===== config.mk =====
export PLATFORM = sky130hd
export DESIGN_NAME = prog_run_ctrl
export DESIGN_NICKNAME = d
export VERILOG_FILES = /design/src/rtl/prog_run_ctrl_pkg.sv /design/src/rtl/prog_run_ctrl.sv
export SDC_FILE = /design/constraint.sdc
export NUM_CORES = 1
export LEC_CHECK = 0
export CAP_MARGIN = 20
export CORE_MARGIN = 2
export CORE_UTILIZATION = 35
export CTS_CLUSTER_DIAMETER = 100
export DETAILED_ROUTE_END_ITERATION = 8
export GPL_TIMING_DRIVEN = 1
export SLEW_MARGIN = 0
export SYNTH_ARGS = -nofsm -noshare
export SYNTH_HDL_FRONTEND = slang
export SYNTH_SLANG_ARGS = --single-unit

===== constraint.sdc =====
create_clock -name clk -period 2.9 [get_ports clk]
set_clock_uncertainty 0.2 [all_clocks]
set_input_delay 0.58 -clock clk [delete_from_list [all_inputs] [get_ports clk]]
set_output_delay 0.58 -clock clk [all_outputs]
set_load 0.02 [all_outputs]

===== src/rtl/prog_run_ctrl_pkg.sv =====
// Shared types and defaults for the batch run sequencer.
//   run_state_t         : sequencer states
//   DEF_*               : default geometry of the load image and the dump window
//   DONE_IGNORE_CYCLES  : leading RUN cycles in which core_done is not trusted
//                         (the core is still leaving reset)
package prog_run_ctrl_pkg;

  typedef enum logic [1:0] {
    IDLE = 2'd0,
    LOAD = 2'd1,
    RUN  = 2'd2,
    DUMP = 2'd3
  } run_state_t;

  localparam int DEF_AW        = 8;
  localparam int DEF_LOAD_BASE = 0;
  localparam int DEF_LOAD_LEN  = 64;
  localparam int DEF_DUMP_BASE = 64;
  localparam int DEF_DUMP_LEN  = 32;
  localparam int DEF_CW        = 16;

  localparam int DONE_IGNORE_CYCLES = 1;

endpackage


===== src/rtl/prog_run_ctrl.sv =====
// Batch run sequencer: loads an input image into data memory from a host
// byte stream, runs the core until done (or cycle-count timeout), then
// streams a result window of data memory back to the host.
//
// Ports:
//   clk, reset            : clock, synchronous active-high reset
//   start / busy          : sequence kick (IDLE only) / not-idle status
//   in_valid/ready/data   : host load stream
//   out_valid/ready/data  : host dump stream
//   core_reset, core_done : core hold and halt flag
//   dm_sel, dm_wr_en, dm_addr, dm_wr_data, dm_rd_data : data-memory port
//   run_cycles, timeout   : result of the last RUN (held until next start)
//   finished              : one-cycle pulse when the dump completes
//
// state | meaning
// IDLE  | waiting for start, core held in reset
// LOAD  | host bytes written to LOAD_BASE+idx, core held in reset
// RUN   | core released, counting cycles until done or timeout
// DUMP  | DUMP_BASE+idx streamed to host, core frozen in reset
module prog_run_ctrl
  import prog_run_ctrl_pkg::*;
#(
  parameter int AW        = DEF_AW,
  parameter int LOAD_BASE = DEF_LOAD_BASE,
  parameter int LOAD_LEN  = DEF_LOAD_LEN,
  parameter int DUMP_BASE = DEF_DUMP_BASE,
  parameter int DUMP_LEN  = DEF_DUMP_LEN,
  parameter int CW        = DEF_CW
) (
  input  logic          clk,
  input  logic          reset,
  input  logic          start,
  output logic          busy,
  input  logic          in_valid,
  output logic          in_ready,
  input  logic [7:0]    in_data,
  output logic          out_valid,
  input  logic          out_ready,
  output logic [7:0]    out_data,
  output logic          core_reset,
  input  logic          core_done,
  output logic          dm_sel,
  output logic          dm_wr_en,
  output logic [AW-1:0] dm_addr,
  output logic [7:0]    dm_wr_data,
  input  logic [7:0]    dm_rd_data,
  output logic [CW-1:0] run_cycles,
  output logic          timeout,
  output logic          finished
);

  localparam int IW = AW + 1;
  localparam logic [IW-1:0] LOAD_LAST   = IW'(LOAD_LEN - 1);
  localparam logic [IW-1:0] DUMP_LAST   = IW'(DUMP_LEN - 1);
  localparam logic [AW-1:0] LOAD_BASE_A = AW'(LOAD_BASE);
  localparam logic [AW-1:0] DUMP_BASE_A = AW'(DUMP_BASE);
  localparam logic [CW-1:0] RC_MAX      = '1;
  localparam logic [CW-1:0] RC_IGNORE   = CW'(DONE_IGNORE_CYCLES);

  run_state_t    state, state_next;
  logic [IW-1:0] idx, idx_next;
  logic [CW-1:0] rc_next, rc_inc;
  logic          to_next, fin_next;

  always_ff @(posedge clk) begin
    if (reset) begin
      state      <= IDLE;
      idx        <= '0;
      run_cycles <= '0;
      timeout    <= 1'b0;
      finished   <= 1'b0;
    end else begin
      state      <= state_next;
      idx        <= idx_next;
      run_cycles <= rc_next;
      timeout    <= to_next;
      finished   <= fin_next;
    end
  end

  always_comb begin
    state_next = state;
    idx_next   = idx;
    rc_next    = run_cycles;
    to_next    = timeout;
    fin_next   = 1'b0;
    rc_inc     = (run_cycles == RC_MAX) ? run_cycles : run_cycles + 1'b1;

    busy       = (state != IDLE);
    in_ready   = 1'b0;
    out_valid  = 1'b0;
    out_data   = '0;
    core_reset = 1'b1;
    dm_sel     = 1'b0;
    dm_wr_en   = 1'b0;
    dm_addr    = '0;
    dm_wr_data = '0;

    case (state)
      IDLE: begin
        if (start) begin
          state_next = LOAD;
          idx_next   = '0;
          rc_next    = '0;
          to_next    = 1'b0;
        end
      end
      LOAD: begin
        dm_sel     = 1'b1;
        in_ready   = 1'b1;
        dm_addr    = LOAD_BASE_A + idx[AW-1:0];
        dm_wr_data = in_data;
        dm_wr_en   = in_valid;
        if (in_valid) begin
          if (idx == LOAD_LAST) begin
            state_next = RUN;
            idx_next   = '0;
          end else begin
            idx_next = idx + 1'b1;
          end
        end
      end
      RUN: begin
        core_reset = 1'b0;
        rc_next    = rc_inc;
        // run_cycles still holds the count of completed RUN cycles, so it
        // doubles as the "core has left reset" qualifier for core_done.
        // Done is checked first so it wins over a coincident timeout.
        if (core_done && (run_cycles >= RC_IGNORE)) begin
          state_next = DUMP;
        end else if (rc_inc == RC_MAX) begin
          to_next    = 1'b1;
          state_next = DUMP;
        end
      end
      DUMP: begin
        dm_sel    = 1'b1;
        out_valid = 1'b1;
        dm_addr   = DUMP_BASE_A + idx[AW-1:0];
        out_data  = dm_rd_data;
        if (out_ready) begin
          if (idx == DUMP_LAST) begin
            state_next = IDLE;
            idx_next   = '0;
            fin_next   = 1'b1;
          end else begin
            idx_next = idx + 1'b1;
          end
        end
      end
      default: state_next = IDLE;
    endcase
  end

endmodule

**After elaboration in Yosys (flattened, before gate mapping)**

Cells that the tools add are included.
W data, S select, Z words.

- Bits in registers: 29
- Input bits: 22
- Output and inout port bits: 48
- Word-level logic and storage cells: 67

- Add/subtract/negate cells: 3
- Magnitude comparators: 1
- Equal/unequal tests: 15
- Muxes and demuxes: 30
- Bitwise operators: 2
- Reductions and logical operators: 11

Operators with widths:

| kind | number |
|---|---|
| $mux W9 | 5 |
| $eq A16 B16 Y1 const B | 2 |
| $mux W16 | 2 |
| $pmux W16 S2 | 1 |
| $pmux W9 S3 | 1 |
| $add A16 B1 Y16 const B | 1 |
| $ge A16 B1 Y1 const B | 1 |
| $mux W8 | 2 |
| $pmux W8 S2 | 1 |
| $mux W2 | 7 |
| $ne A2 B2 Y1 const B | 7 |
| $add A9 B1 Y9 const B | 1 |
| $eq A9 B5 Y1 const B | 1 |
| $eq A9 B6 Y1 const B | 1 |
| $mux W1 | 9 |
| $add A7 B8 Y8 const A | 1 |
| $pmux W2 S4 | 1 |
| $reduce_and A4 Y1 | 2 |
| $reduce_and A6 Y1 | 1 |
| $eq A2 B2 Y1 const B | 2 |
| $reduce_bool A2 Y1 | 2 |
| $ne A3 B3 Y1 const B | 1 |
| $reduce_bool A3 Y1 | 1 |
| $reduce_or A3 Y1 | 1 |
| other kinds (7) | 8 |

**Depth between registers and ports, before layout**

Gate-level depths: netlist (run 1).

- Word-level depth: 6
- Mapped depth: 9
- Depth with buffers taken out: 9

**Least setup slack after synthesis (run 1)**

No wires, ideal clock.

- Path type: flip-flop to flip-flop
- Start point: register run_cycles[0]
- End point: register state[0]
- Setup time: 0.086 ns
- Data arrival time: 2.526 ns
- Data required time: 2.614 ns
- Slack: 0.088 ns
- Cell stages (with the launch flop): 10
- Path buffers: 1
- Cell sequence: dfxtp_1 > ha_1 > nand4_2 > or4_1 > buf_2 > and3_4 > nor4_2 > nand3_1 > a2bb2oi_1 > a221oi_2

- Cells in the longest elaborated chain, start to end: 5
- Elaborated cells on any way between the ends: 10
- Classes of those cells: 1 x add/sub; 1 x order compare; 3 x eq/ne; 3 x mux; 2 x reduce/logical

Ends and longest elaborated chain:

| what | line | RTL |
|---|---|---|
| start, declared | prog_run_ctrl.sv:47 | `output logic [CW-1:0] run_cycles,` |
| start signal, assigned | prog_run_ctrl.sv:75 | `run_cycles <= rc_next;` |
| $add A16 B1 Y16 or $eq A16 B16 Y1 (tied branches) | prog_run_ctrl.sv:87 | `rc_inc = (run_cycles == RC_MAX) ? run_cycles : run_cycles + 1'b1;` |
| $mux W16 | prog_run_ctrl.sv:87 |  |
| $eq A16 B16 Y1 | prog_run_ctrl.sv:131 | `end else if (rc_inc == RC_MAX) begin` |
| $ne A3 B3 Y1 (no source line) | n/a |  |
| $reduce_and A6 Y1 (no source line) | n/a |  |
| end signal, assigned | prog_run_ctrl.sv:73 | `state <= state_next;` |
| end, declared | prog_run_ctrl.sv:60 | `run_state_t state, state_next;` |

Several ways; a longest one is shown, not always the timed one.
A chain may end at the register's enable or synchronous reset.

**Worst setup path in the final report (run 1)**

- Start point: register state[1]
- End point: output dm_addr[6]

- Cells in the longest elaborated chain, start to end: 2
- Elaborated cells on any way between the ends: 3
- Classes of those cells: 2 x eq/ne; 1 x mux

Ends and longest elaborated chain:

| what | line | RTL |
|---|---|---|
| $eq A2 B2 Y1 or $eq A2 B1 Y1 (tied branches) | prog_run_ctrl.sv:99 | `case (state)` |
| $pmux W8 S2 * | prog_run_ctrl.sv:99 |  |
| end, declared | prog_run_ctrl.sv:44 | `output logic [AW-1:0] dm_addr,` |

Every way passes the cells marked *; elsewhere a longest branch is shown, timed or not.

==> results of run 1 <==
-- worst max-delay path: stages, from the launching register on --
cell	delay, ps
dfxtp_1	390
inv_1	80
ha_1	200
buf_4	170
mux2_2	270
clkdlybuf4s50_1	530
-- metal layers --
metal,global-route usage (%),part of all wire [%],vias to the layer above,routed length (um)
li1,-,-,1176,-
met4,6.780,1.3,0,85
met5,0,0,-,0
met2,37.54,50,77,3206
met3,3.187,4.9,8,311
met1,24.72,44,1055,2803
-- worst max path at each step --
stage                                from  depth (start not counted)                    end  slack (ps)
3_3_place_gp   run_cycles[1]$_SDFFE_PP0P_                          8  state[0]$_SDFFE_PP0P_         240
3_5_place_dp   run_cycles[1]$_SDFFE_PP0P_                          8  state[0]$_SDFFE_PP0P_         190
2_1_floorplan  run_cycles[0]$_SDFFE_PP0P_                          9  state[0]$_SDFFE_PP0P_          90
5_1_grt             state[1]$_SDFFE_PP0P_                          6             dm_addr[7]          40
6_report            state[1]$_SDFFE_PP0P_                          5             dm_addr[6]         200
4_1_cts             state[1]$_SDFFE_PP0P_                          6             dm_addr[5]          70
-- cell usage after synthesis (2+ instances only) --
master     n  area [um^2]
ha_1      10        125.1
clkbuf_1   7        26.28
inv_1     11        41.29
nor2b_1    5        31.28
and2_1    24        150.1
nor4_1     7        43.79
nand3b_1   2        15.01
buf_2      4        20.02
and3_1     3        18.77
nand4_1    8        50.05
a211oi_1   2        15.01
nand3_1   11        55.05
a22oi_1    2        15.01
and4_1     5        43.79
mux2i_1    2        20.02
a21oi_1   19        95.09
o21ai_0   12        60.06
clkbuf_2   2        10.01
dfxtp_1   29        580.6
xnor2_1    6        52.55
o21a_1     2        15.01
a311oi_1   2        17.52
nor2_1    32        120.1
nor3_1    16        80.08
nand2b_1   3        18.77
buf_4      3        22.52
a31oi_1    6        37.54
nand2_1   24        90.09
nor4b_1    2        17.52
xor2_1     3        26.28
-- per-stage QoR --
stage               worst slack, ps  power, mW  utilization [%]  hold WS, ps
floorplan                     88.01     0.9572                -        252.9
global placement              235.5      1.287            50.43        255.9
detailed placement            192.0      1.290            50.43        262.6
CTS                           74.88      1.631            51.92        279.0
global route                  36.86      1.748            52.29        310.7
finish                        196.0      1.636            52.29        275.0
-- power breakdown --
group / switching, mW / leakage, nW / internal, mW
Combinational: 0.489 / 0.835 / 0.379
Clock: 0.164 / 0.0439 / 0.165
Sequential: 0.0199 / 0.235 / 0.419
-- registers in the layout (all words and copies together) (netlist names) --
signal and count:
run_cycles 16, timeout 1, finished 1, idx 9, state 2
-- logic make-up after synthesis --
| logic type | Yosys count | share of synthesized area, % |
|---|---|---|
| buf+inv | 29 | 6.060 |
| simple gates | 151 | 38.92 |
| xor+xnor | 9 | 3.744 |
| fa+ha+maj | 10 | 5.942 |
| compound gates | 55 | 16.28 |
| flops | 29 | 27.57 |
| mux | 3 | 1.485 |
-- timing repair --
item,in CTS,in global routing
pin swaps,0,0
buffers inserted,0,2
setup endpoints to repair,6,7
resized for setup,1,3
-- cell usage in the layout, fill, tap and decap left out, drive strengths merged, types with 9 or more instances in the layout --
master         count
a21oi             19
dfxtp             29
nand4              9
and2              24
nor3              16
clkdlybuf4s50     68
nand2             24
o21ai             13
ha                10
nor2              32
inv               11
nand3             12
buf               21
-- cell type report --
cell class,instances,area share (%)
inverters,12,1.513
repair buffers,90,27.81
multi-input cells,228,45.77
well taps,75,3.067
clock buffers,5,2.249
clock inverters,3,0.5726
flip-flops and latches,29,19.02
==> results_dict.tcl, run 1 <==
set metrics [dict create \
    cts_tree "yes" \
    pin_count 70 \
    required_ps 2120 \
    hpwl_um 4841 \
    max_freq_ghz 0.3698 \
    path_clk_slew_ps 70 \
    initial_utilization_pct 35.99 \
    min_period_ps 2704 \
    drt_wl_total_um 6406 \
    stdcell_count 442 \
    drt-pass1-iter-count 4 \
    synth_seq_cells 29 \
    critPathMaxFanout 14 \
    r2r_setup_slack_ps 280 \
    syn_to_final_growth_pct 45.28 \
    ctsHoldBuffers 0 \
    seq_area_um2 581.8 \
    route.detailed.drc 0 \
    port_buffers 69 \
    dp.cells 432 \
    period_share_pct 93.24 \
    power_density_nw_per_um2 534.7 \
    hold_viol 0 \
    drv_cap 0 \
    clockBufferDepth 2 \
    grt_overflow 0 \
    antenna_found_initial 0 \
    reg2reg_from "run_cycles[1]$_SDFFE_PP0P_" \
    synth-edff-count 0 \
    nets 398 \
    seq_area_frac_synth_pct 27.57 \
    routabilityCongestion 0.9200 \
    ys_types 52 \
    synth_area_per_cell_um2 7.363 \
    worst_setup_path_end_kind "primary output" \
    synthesis.nets 318 \
    vias 2316 \
    numClockSinks 29 \
    grt.total_usage_pct 20.68 \
    outcome "finished, final reports clean" \
    cts_made_buffers 5 \
    setup_viol 0 \
    worstRegToRegCells 8 \
    async_flop_share_pct 0 \
    rsz0062_at_grt "false" \
    r2r-end "state[0]$_SDFFE_PP0P_" \
    wl_per_cell_um 14.49 \
    ys.flop_type "dfxtp_1" \
    ant_nets 0 \
    die_h_um 81.57 \
    n_antenna_cell 0 \
    final_cell_area_um2 3059 \
    grt_max_degree 17 \
    critPathKind "reg -> out" \
    drv_slew 0 \
    clockRootBuffer "clkbuf_8" \
    worst_pin_slew_ps 643.7 \
    max_slew_margin_pct 56.80 \
    grt_first_pass_wirelength_um 10760 \
    synthCells 286 \
    viasPerCell 5.240 \
    die_w_um 81.57 \
    nFillCells 583 \
    cp.arrival_ps 1920 \
    grt_pass1_vias 2216 \
    startpoint_type "flip-flop" \
    setup-tns-final_ps 0 \
    die-area_um2 6653 \
    drive_gt1_share_pct 10.90 \
    drt_iter0_drc 99 \
    min_to "timeout$_SDFFE_PP0P_" \
    dpl_cell_area_um2 2950 \
    peakVddDrop_mv 0.3342 \
    fp-row-count 28 \
    p_leak_nw 1.113 \
    cts_max_level 2 \
    multi_input_area_um2 1400 \
    ys.warnings.count 0 \
    hold_path.startpoint "timeout$_SDFFE_PP0P_" \
    hold-path-cell-count 1 \
    synthesis.area_um2 2106 \
    min_path_type "reg -> reg" \
    coreArea_um2 5851 \
    clock_latency_ps 280 \
]
(Power assumes the default switching activity.)
==> run 2, diff against run 1 <==
--- a/config.mk
+++ b/config.mk
@@ -11,6 +11,7 @@
 export CTS_CLUSTER_DIAMETER = 100
 export DETAILED_ROUTE_END_ITERATION = 8
 export GPL_TIMING_DRIVEN = 1
+export RECOVER_POWER = 100
 export SLEW_MARGIN = 0
 export SYNTH_ARGS = -nofsm -noshare
 export SYNTH_HDL_FRONTEND = slang
==> run 2 against run 1 <==
Net effect:
- count of clock-buffer cells in the layout stayed put
- design area is 0.78% lower
- hold slack worse by 5.6 ps
- register-to-register slack worse by 40 ps
- sequential share of layout area is 0.15 points higher
- sequential power hardly changed
- critical endpoint unchanged
- largest cell class unchanged
- largest power group unchanged
==> results_dict.tcl, run 2 (synthesized netlist as in run 1, its figures left out) <==
set metrics [dict create \
    worst_pin_slew_ps 1008 \
    combPwrFrac_pct 51.6 \
    p_switching_mw 0.6673 \
    cts_max_level 2 \
    required_ps 2120 \
    syn_to_final_growth_pct 44.15 \
    max_slew_margin_pct 32.06 \
    min_period_ps 2700 \
    cts_made_buffers 5 \
    layout_common_cells "dlygate4sd3_1 (40), nor2_1 (31), dfxtp_1 (28), clkdlybuf4s50_1 (28), nand2_1 (24)" \
    wl_per_cell_um 14.37 \
    viasPerCell 5.224 \
    final_common_cell "dlygate4sd3_1" \
    clock_latency_ps 280 \
    p_leak_nw 1.219 \
    critPathMaxFanout 14 \
    grt_first_pass_wirelength_um 10760 \
    grt_pass1_vias 2216 \
    largest_reg_flops 16 \
    nets 398 \
    top_regs "run_cycles (16), idx (9), state (2)" \
    drt_wl_total_um 6351 \
    route.detailed.drc 0 \
    p_total_mw 1.592 \
    grt_overflow 0 \
    min_path_type "reg -> reg" \
    wl_met3_um 278 \
    setup_viol 0 \
    wl_met2_um 3187 \
    clkPwrFrac_pct 20.8 \
    path_clk_slew_ps 70 \
    period_share_pct 93.10 \
    antenna_found_initial 0 \
    numClockSinks 29 \
    clockBufferDepth 2 \
    drt-pass1-iter-count 4 \
    holdWs_ps 269.4 \
    final_cell_area_um2 3035 \
    worst_setup_path_end_kind "primary output" \
    setup-tns-final_ps 0 \
    nFillCells 587 \
    fp-row-count 28 \
    critPathKind "reg -> out" \
    drive_gt1_share_pct 8.992 \
    power_density_nw_per_um2 524.5 \
    drv_cap 0 \
    die_h_um 81.57 \
    grt_max_degree 17 \
    rsz0062_at_grt "false" \
    peakVddDrop_mv 0.3301 \
    n_antenna_cell 0 \
    initial_utilization_pct 35.99 \
    top_register "run_cycles" \
    hold_viol 0 \
    dpl_cell_area_um2 2950 \
    pin_count 70 \
    drt-met1-wl_um 2794 \
    vias 2309 \
    outcome "finished, final reports clean" \
    drt_iter0_drc 100 \
    clockRootBuffer "clkbuf_8" \
    coreArea_um2 5851 \
    cp.arrival_ps 1920 \
    top_layer_used "met4" \
    ant_nets 0 \
    power_frac_seq_pct 27.6 \
    startpoint_type "flip-flop" \
    cts_tree "yes" \
    port_buffers 69 \
    hpwl_um 4841 \
    drv_slew 0 \
    die-area_um2 6653 \
    die_w_um 81.57 \
    routabilityCongestion 0.9200 \
    max_freq_ghz 0.3704 \
    ctsHoldBuffers 0 \
    p_int_mw 0.9247 \
    utilization_pct 51.88 \
    switching_share_pct 41.91 \
    grt.total_usage_pct 20.68 \
]
==> run 2: cell types whose count changed in the layout (fill, tap and decap cells not counted), sizes merged <==
cell / previous run / this run
clkinv: 3 / 2
dlygate4sd3: 0 / 40
inv: 11 / 12
clkdlybuf4s50: 68 / 28
clkbuf: 5 / 8
buf: 21 / 18
==> run 2: path summary, 6_finish.rpt <==
kind / start / endpoint / slack (ps) / cells past startpoint
worst max-delay path: state[1]$_SDFFE_PP0P_ / dm_addr[6] / 200 / 5
worst min-delay path: timeout$_SDFFE_PP0P_ / timeout$_SDFFE_PP0P_ / 270 / 1
worst max register to register: run_cycles[1]$_SDFFE_PP0P_ / state[0]$_SDFFE_PP0P_ / 240 / 8
worst min register to register: timeout$_SDFFE_PP0P_ / timeout$_SDFFE_PP0P_ / 270 / 1
==> run 2: layout make-up <==
type / instances / area, um^2 / share of cell area (%)
multi-input cells: 228 / 1389 / 45.75
repair buffers: 90 / 839.6 / 27.66
flip-flops and latches: 29 / 581.8 / 19.17
well taps: 75 / 93.84 / 3.092
clock buffers: 5 / 68.82 / 2.267
inverters: 12 / 45.04 / 1.484
clock inverters: 3 / 17.52 / 0.5771
==> run 2: per-stage QoR <==
stage	worst slack [ps]	instances
2_1_floorplan	88.01	286
3_3_place_gp	235.5	432
3_5_place_dp	192.0	432
4_1_cts	74.88	440
5_1_grt	28.88	442
6_report	200.1	442
==> run 2: critical path, cell delays in order (launching register included) <==
cell and delay (ps):
dfxtp_1 380, inv_1 80, ha_1 200, buf_4 170, mux2_2 270, clkdlybuf4s50_1 530
==> run 2: layer usage <==
layer,track usage (%),vias up
met5,0,-
met4,6.780,0
met3,3.187,10
met2,37.54,63
met1,24.72,1059
li1,-,1177
==> run 2: repair_timing <==
action,4_1_cts,5_1_grt
gates resized for setup,1,3
buffers inserted,0,2
setup endpoints to repair,6,7
==> run 2: power by group through the flow <==
stage | registers [mW] | clock network [mW] | logic (mW)
3_3_place_gp | 0.446 | 0 | 0.841
3_5_place_dp | 0.447 | 0 | 0.843
5_1_grt | 0.443 | 0.354 | 0.905
6_report | 0.439 | 0.331 | 0.822
2_1_floorplan | 0.450 | 0 | 0.508
4_1_cts | 0.439 | 0.344 | 0.848
==> run 3, diff against run 2 <==
--- a/config.mk
+++ b/config.mk
@@ -12,7 +12,9 @@
 export DETAILED_ROUTE_END_ITERATION = 8
 export GPL_TIMING_DRIVEN = 1
 export RECOVER_POWER = 100
+export SKIP_CTS_REPAIR_TIMING = 1
 export SLEW_MARGIN = 0
 export SYNTH_ARGS = -nofsm -noshare
 export SYNTH_HDL_FRONTEND = slang
 export SYNTH_SLANG_ARGS = --single-unit
+export TNS_END_PERCENT = 5
==> run 3 against run 2 <==
Net effect:
- hold slack hardly changed
- die area unchanged
- fmax shrank 0.65%
- sequential power is essentially flat
- count of clock-buffer cells in the layout stayed put
- clock power is essentially flat
- critical path depth grew 1
- sequential share of layout area grew 0.13 points
- worst setup slack worse by 18 ps
==> results_dict.tcl, run 3 (synthesized netlist as in run 1, its figures left out) <==
set metrics [dict create \
    max_slew_margin_pct 31.42 \
    hold-path-cell-count 1 \
    cts_made_buffers 5 \
    p_leak_nw 1.189 \
    cp.arrival_ps 1940 \
    nFillCells 589 \
    hpwl_um 4841 \
    ant_nets 0 \
    min_path_type "reg -> reg" \
    nets 396 \
    final_common_cell "dlygate4sd3_1" \
    clockBufferDepth 2 \
    p_total_mw 1.565 \
    cp_slowest_cell "clkdlybuf4s50_1" \
    top_register "run_cycles" \
    cp_top_family "buffers and inverters" \
    clock_latency_ps 280 \
    route.detailed.drc 0 \
    startpoint_type "flip-flop" \
    cts_tree "yes" \
    die_h_um 81.57 \
    drt-pass1-iter-count 4 \
    coreArea_um2 5851 \
    syn_to_final_growth_pct 43.20 \
    max_freq_ghz 0.3680 \
    wl_per_cell_um 14.40 \
    clockRootBuffer "clkbuf_8" \
    path_buf_inv 3 \
    path_cells "inv_1 -> ha_1 -> nor2_1 -> inv_2 -> and2_1 -> clkdlybuf4s50_1" \
    numClockSinks 29 \
    required_ps 2120 \
    critPathKind "reg -> out" \
    rsz0062_at_grt "false" \
    n_antenna_cell 0 \
    die_w_um 81.57 \
    worst_setup_path_end_kind "primary output" \
    drt_iter0_drc 74 \
    top_regs "run_cycles (16), idx (9), state (2)" \
    vias 2308 \
    port_buffers 69 \
    setup_viol 0 \
    drv_slew 0 \
    r2r_setup_slack_ps 250 \
    antenna_found_initial 0 \
    cp.depth 6 \
    largest_reg_flops 16 \
    dp.cells 432 \
    min_period_ps 2717 \
    worstRegToRegCells 8 \
    reg2reg_from "run_cycles[1]$_SDFFE_PP0P_" \
    die-area_um2 6653 \
    drv_cap 0 \
    grt_first_pass_wirelength_um 10770 \
    drt_wl_total_um 6334 \
    max_stage_delay_ps 530 \
    cts_max_level 2 \
    drive_gt1_share_pct 8.493 \
    viasPerCell 5.245 \
    grt_pass1_vias 2218 \
    period_share_pct 93.71 \
    hold_viol 0 \
    initial_utilization_pct 35.99 \
    routabilityCongestion 0.9200 \
    fp-row-count 28 \
    hold_path.startpoint "timeout$_SDFFE_PP0P_" \
    pin_count 70 \
    peakVddDrop_mv 0.3295 \
    min_to "timeout$_SDFFE_PP0P_" \
    power_density_nw_per_um2 519.0 \
    worst_pin_slew_ps 1018 \
    critPathMaxFanout 10 \
    holdWs_ps 269.3 \
    path_clk_slew_ps 70 \
    grt_max_degree 17 \
    grt_overflow 0 \
    layout_common_cells "dlygate4sd3_1 (41), nor2_1 (32), dfxtp_1 (28), clkdlybuf4s50_1 (28), nand2_1 (24)" \
    outcome "finished, final reports clean" \
    grt.total_usage_pct 20.68 \
    stdcell_count 440 \
    r2r-end "state[0]$_SDFFE_PP0P_" \
]
[run 3: cell types whose count changed in the layout (fill, tap and decap cells not counted), sizes merged]
cell          delta
buf              -2
dlygate4sd3      +1
dlymetal6s2s     -1
[run 3: worst max path at each step]
stage | start | to
floorplan | run_cycles[0]$_SDFFE_PP0P_ | state[0]$_SDFFE_PP0P_
global placement | run_cycles[1]$_SDFFE_PP0P_ | state[0]$_SDFFE_PP0P_
detailed placement | run_cycles[1]$_SDFFE_PP0P_ | state[0]$_SDFFE_PP0P_
CTS | state[1]$_SDFFE_PP0P_ | dm_addr[5]
global route | state[1]$_SDFFE_PP0P_ | dm_addr[5]
finish | state[1]$_SDFFE_PP0P_ | dm_addr[4]
[run 3: worst reg2reg max path, stage by stage, from the launching register on]
cell and delay (ps):
dfxtp_2 390, ha_1 200, nand4_1 190, or4_1 610, and3_1 210, nor4_2 240, nand3_1 130, a2bb2oi_1 190
a221oi_2 220
[run 3: metrics by stage]
stage / setup slack, ps / TNS (ps) / util [%] / area (um^2)
2_1_floorplan: 88.01 / 0 / - / 2106
3_3_place_gp: 235.5 / 0 / 50.43 / 2950
3_5_place_dp: 192.0 / 0 / 50.43 / 2950
4_1_cts: -25.25 / -110.6 / 51.90 / 3037
5_1_grt: 10.53 / 0 / 51.54 / 3015
6_report: 182.5 / 0 / 51.54 / 3015
[run 3: final cells by class]
type                            count  area, um^2  share of cell area (%)
Timing Repair Buffer               88       822.0                   27.26
Tap cell                           75       93.84                   3.112
Inverter                           12       45.04                   1.494
Clock inverter                      3       17.52                  0.5809
Sequential cell                    29       581.8                   19.29
Multi-Input combinational cell    228        1386                   45.98
Clock buffer                        5       68.82                   2.282
[run 3: power breakdown]
part           internal [mW]  leakage, nW  switching [mW]
Sequential             0.419        0.235          0.0200
Clock                  0.165       0.0439           0.165
Combinational          0.319        0.910           0.477
Total                  0.903         1.19           0.662
[run 3: routing by layer]
layer	vias up	share of wire [%]	track usage, %
met5	-	0	0
met4	0	1.4	6.780
met3	10	4.4	3.187
met2	64	50	37.54
met1	1057	44	24.72
li1	1177	-	-
==> variant 1, RTL diff (settings of run 1) <==
The package constant `DEF_CW` goes from 16 to 18.
--- a/src/rtl/prog_run_ctrl_pkg.sv
+++ b/src/rtl/prog_run_ctrl_pkg.sv
@@ -18,5 +18,5 @@
   localparam int DEF_DUMP_BASE = 64;
   localparam int DEF_DUMP_LEN  = 32;
-  localparam int DEF_CW        = 16;
+  localparam int DEF_CW        = 18;
 
   localparam int DONE_IGNORE_CYCLES = 1;
Ports: changed (resized run_cycles); port bits go from 70 to 72. No check against the original RTL was run, so the function may have changed too.
==> variant 1 against run 1 <==
- routed wire length is 21% higher
- power is 1.7% lower
- setup slack worse by 31 ps
- global-route usage is 0.96 points higher
- core utilization is 0.23 points lower
- area after synthesis is 12% higher
- design area is 9.3% higher
- final cell count is 7.0% higher
- count of clock-buffer cells in the layout is 2 higher
- sequential cell count is 2 higher
- hold slack better by 27 ps
- sequential power is 7.3% higher
- die area is 12% higher
- highest routed layer unchanged
==> variant 1: results (changes against run 1) <==
- Largest cells by area after synthesis: dfxtp_1 (26%), and2_1 (7.4%), ha_1 (5.3%)
- Net Count, Synth: 347 (+9.1%)
- CP max stage delay: 570 ps (+40 ps)
- Routed wl met2: 3740 um (+17%)
- Multi-input comb cells: 248 (+8.8%)
- Global-route wire length before repair: 13,000 um (+20%)
- Drt pass-1 iters: 5 (+1)
- Metal3 WL: 572 um (+84%)
- Crit-path max FO: 10 (-4)
- Clock buffer count: 7 (+2)
- Met2 Resource Use GR: 36.2% (-1.3 points)
- R2r setup slk: 220 ps (-60 ps)
- Die area: 0.00742 mm^2 (+12%)
- DP HPWL: 5850 um (+21%)
- Nets: 427 (+7.3%)
- Status: complete, no violations
- WHS Path Cells: 2 (+1)
- DR WL/cell: 16.4 um (+13%)
- Regs by FF count: run_cycles: 18 flops, idx: 9 flops, state: 2 flops
- M1 GR Usage: 26.9% (+2.2 points)
- Combinational Power: 0.807 mW (-7.0%)
- Placed cell area: 0.00324 mm^2 (+10%)
- Inverters: 11 (-1)
- Synth top cells by count: nor2_1 (33), dfxtp_1 (31), and2_1 (28), nand2_1 (28), a21oi_1 (23)
- RD Place Congestion: 0.900 (-2.2%)
- Bufs w/o clock: 98 (+8.9%)
- Maximum number of pins on one net before global-route repair: 16 (-1)
- Vias in the first global route: 2,669 (+20%)
[variant 1: stage by stage]
stage	std cells	utilization [%]	total power, mW
floorplan	315	-	0.934
global placement	465	50.5	1.28
detailed placement	465	50.5	1.29
CTS	473	51.8	1.62
global route	473	52.1	1.73
finish	473	52.1	1.61
[variant 1: worst max path at each step]
stage | depth (start not counted) | startpoint | end
after global routing | 6 | state[1] | dm_addr[7]
after detailed placement | 8 | run_cycles[0] | state[0]
final | 4 | state[1] | dm_sel
after global placement | 8 | run_cycles[0] | state[0]
after CTS | 5 | state[1] | dm_addr[1]
after floorplan | 9 | run_cycles[0] | state[0]
[variant 1: kinds of logic (layout without fill, tap and decap cells)]
group                      after synthesis  in the layout  synth area share [%]
adders and majority gates               10             10                  5.30
and+or+nand+nor                        155            155                  37.4
muxes                                    3              3                  1.32
AOI/OAI and AO/OA                       74             74                  20.4
xor gates and xnor gates                 6              6                  2.23
DFF                                     31             31                  26.3
buffers and inverters                   36            117                  7.10
==> variant 2, RTL diff (flow settings as in run 1) <==
Made on the original files. The 4 states of `run_state_t` get a one-hot encoding in 4 bits.
--- a/src/rtl/prog_run_ctrl_pkg.sv
+++ b/src/rtl/prog_run_ctrl_pkg.sv
@@ -6,9 +6,9 @@
 package prog_run_ctrl_pkg;
 
-  typedef enum logic [1:0] {
-    IDLE = 2'd0,
-    LOAD = 2'd1,
-    RUN  = 2'd2,
-    DUMP = 2'd3
+  typedef enum logic [3:0] {
+    IDLE = 4'b0001,
+    LOAD = 4'b0010,
+    RUN  = 4'b0100,
+    DUMP = 4'b1000
   } run_state_t;
 
Check against the original RTL: no difference found for any inputs over 10 cycles, from zero or initial values and one cycle with reset high; not proved beyond that.
==> variant 2 against run 1 <==
- sequential cell count grew 2
- final cell count shrank 2.0%
- via count shrank 0.30%
- core utilization shrank 2.2 points
- design area grew 2.8%
- area after synthesis grew 6.1%
- count of clock-buffer cells in the layout grew 1
- synthesized cell count shrank 1.4%
- routed wire length shrank 0.66%
- setup slack lost 50 ps
- critical path type unchanged
Power is not compared: it rests on default switching activity, and its combinational part moved more than twofold at a synthesized area within 25%.
==> variant 2: results (changes against run 1) <==
- Status: complete, no violations
- Post-CTS Setup Repair Bufs: 0 (unchanged)
- Drt pass-1 iters: 4 (unchanged)
- Peak VDD IR: 0.197 mV
- Vias in the first global route: 2,169 (-2.1%)
- Placed cell area: 0.00301 mm^2 (+2.0%)
- R2R cell count: 6 (-2)
- Nets: 383 (-3.8%)
- Maximum number of pins on one net before global-route repair: 24 (+7)
- Vias: 2,309 (-0.30%)
- Global-route wire length before repair: 10,600 um (-1.2%)
- Fill cell count: 603 (+3.4%)
- Crit-path max FO: 12 (-2)
- CP Data Arrival Time: 1970 ps (+50 ps)
- Total GRT Usage: 18.3% (-2.3 points)
- Synth unique cells: 58 (+12%)
- Worst-Margin Slew: 485 ps (-159 ps)
- RD Place Congestion: 0.836 (-9.1%)
- Grt total ovfl: 0 (unchanged)
- Buffer depth of the longest clock path: 2 (unchanged)
- Regs by FF count: run_cycles: 16 flops, idx: 9 flops, state: 4 flops
- Synth top cells by count: nor2_1 (34), dfxtp_1 (31), and2_1 (25), nand2_1 (22), a21oi_1 (17)
- Worst-path clk slew: 70 ps (about the same)
- Reg2reg start: run_cycles[1]
- Static leakage: 1.06 nW
- DP HPWL: 4740 um (-2.1%)
- Initial DRC count: 92 (-7.1%)
- Hold path startpoint: timeout
- WHS Path Cells: 2 (+1)
- Largest cells by area after synthesis: dfxtp_1 (28%), and2_1 (7.0%), nor2_1 (5.7%)
- Net Count, Synth: 310 (-2.5%)
- Sequential fraction of the synthesis area: 27.8% (+0.20 points)
- Layout cells sized above 1: 11.5% (+0.62 points)
- Max Cap Viol: 0 (unchanged)
- Initial antenna violation count: 0 (unchanged)
- Num CTS Buffers: 5 (unchanged)
- Worst hold slack: 306 ps (+31.1 ps)
- R2r setup slk: 210 ps (-70 ps)
- Critical path origin: state[0]
- Final WL: 6360 um (-0.66%)
- Ant. Diodes: 0 (unchanged)
- Main synth FF type: dfxtp_1
- HP Class: reg2reg
- Synth warn: 0 (unchanged)
==> variant 2: cell count changes after synthesis, sizes merged, moves of 3 or more <==
| cell | delta |
|---|---|
| a31oi | -3 |
| and4 | -4 |
| ha | -4 |
| nand3 | -4 |
| nor2b | -5 |
| nor3 | -9 |
| nor3b | +5 |
| nor4b | +3 |
| o21ai | +3 |
| or3 | +3 |
==> variant 2: area by class of cell <==
cell class | instances | area (um^2) | area share, %
clock buffer | 6 | 82.6 | 2.63
clock inverter | 2 | 35.0 | 1.11
inverter | 13 | 48.8 | 1.55
multi-input combinational | 222 | 1470 | 46.8
sequential | 31 | 623 | 19.8
tap | 77 | 96.3 | 3.06
timing repair buffer | 82 | 788 | 25.1
==> variant 2: cell families after synthesis <==
| family | after synthesis | share of synthesized area, % |
|---|---|---|
| mux | 2 | 0.896 |
| flops | 31 | 27.8 |
| compound gates | 62 | 19.2 |
| fa+ha+maj | 6 | 3.36 |
| xor+xnor | 9 | 3.53 |
| simple gates | 143 | 37.9 |
| buf+inv | 29 | 7.33 |
==> variant 2: where the power goes <==
part | switching (mW) | internal, mW
Clock | 0.174 | 0.278
Sequential | 0.0159 | 0.433
Combinational | 0.0864 | 0.0792
==> variant 2: what timing repair did <==
| action | in CTS | in global routing |
|---|---|---|
| endpoints found under the hold margin | 0 | 0 |
| resized for setup | 1 | 3 |
| setup endpoints to repair | 1 | 19 |
==> variant 2: worst max-delay path: stages, from the launching register on <==
cell and delay [ps]:
dfxtp_1 410, nor4b_4 330, buf_4 210, and2_1 130, clkdlybuf4s50_1 610
==> variant 2: per-layer routing <==
layer	up-vias	wire [um]	global-route usage [%]
met3	6	385	4.15
met2	80	3060	32.4
met5	-	0	0
li1	1159	-	-
met1	1064	2860	22.5
met4	0	57	4.40
==> variant 2: final timing paths <==
kind                   endpoint
setup / recovery  dm_wr_data[6]
setup reg to reg       state[2]
hold / removal          timeout
hold reg to reg         timeout
==> variant 2: metrics by stage <==
stage | setup WS [ps] | utilization, % | cells | power (mW)
finish | 146 | 50.1 | 433 | 1.07
global route | -4.29 | 50.1 | 433 | 1.11
CTS | 8.54 | 49.9 | 433 | 1.08
detailed placement | 253 | 48.0 | 425 | 0.622
global placement | 269 | 48.0 | 425 | 0.622
floorplan | 290 | - | 282 | 0.542
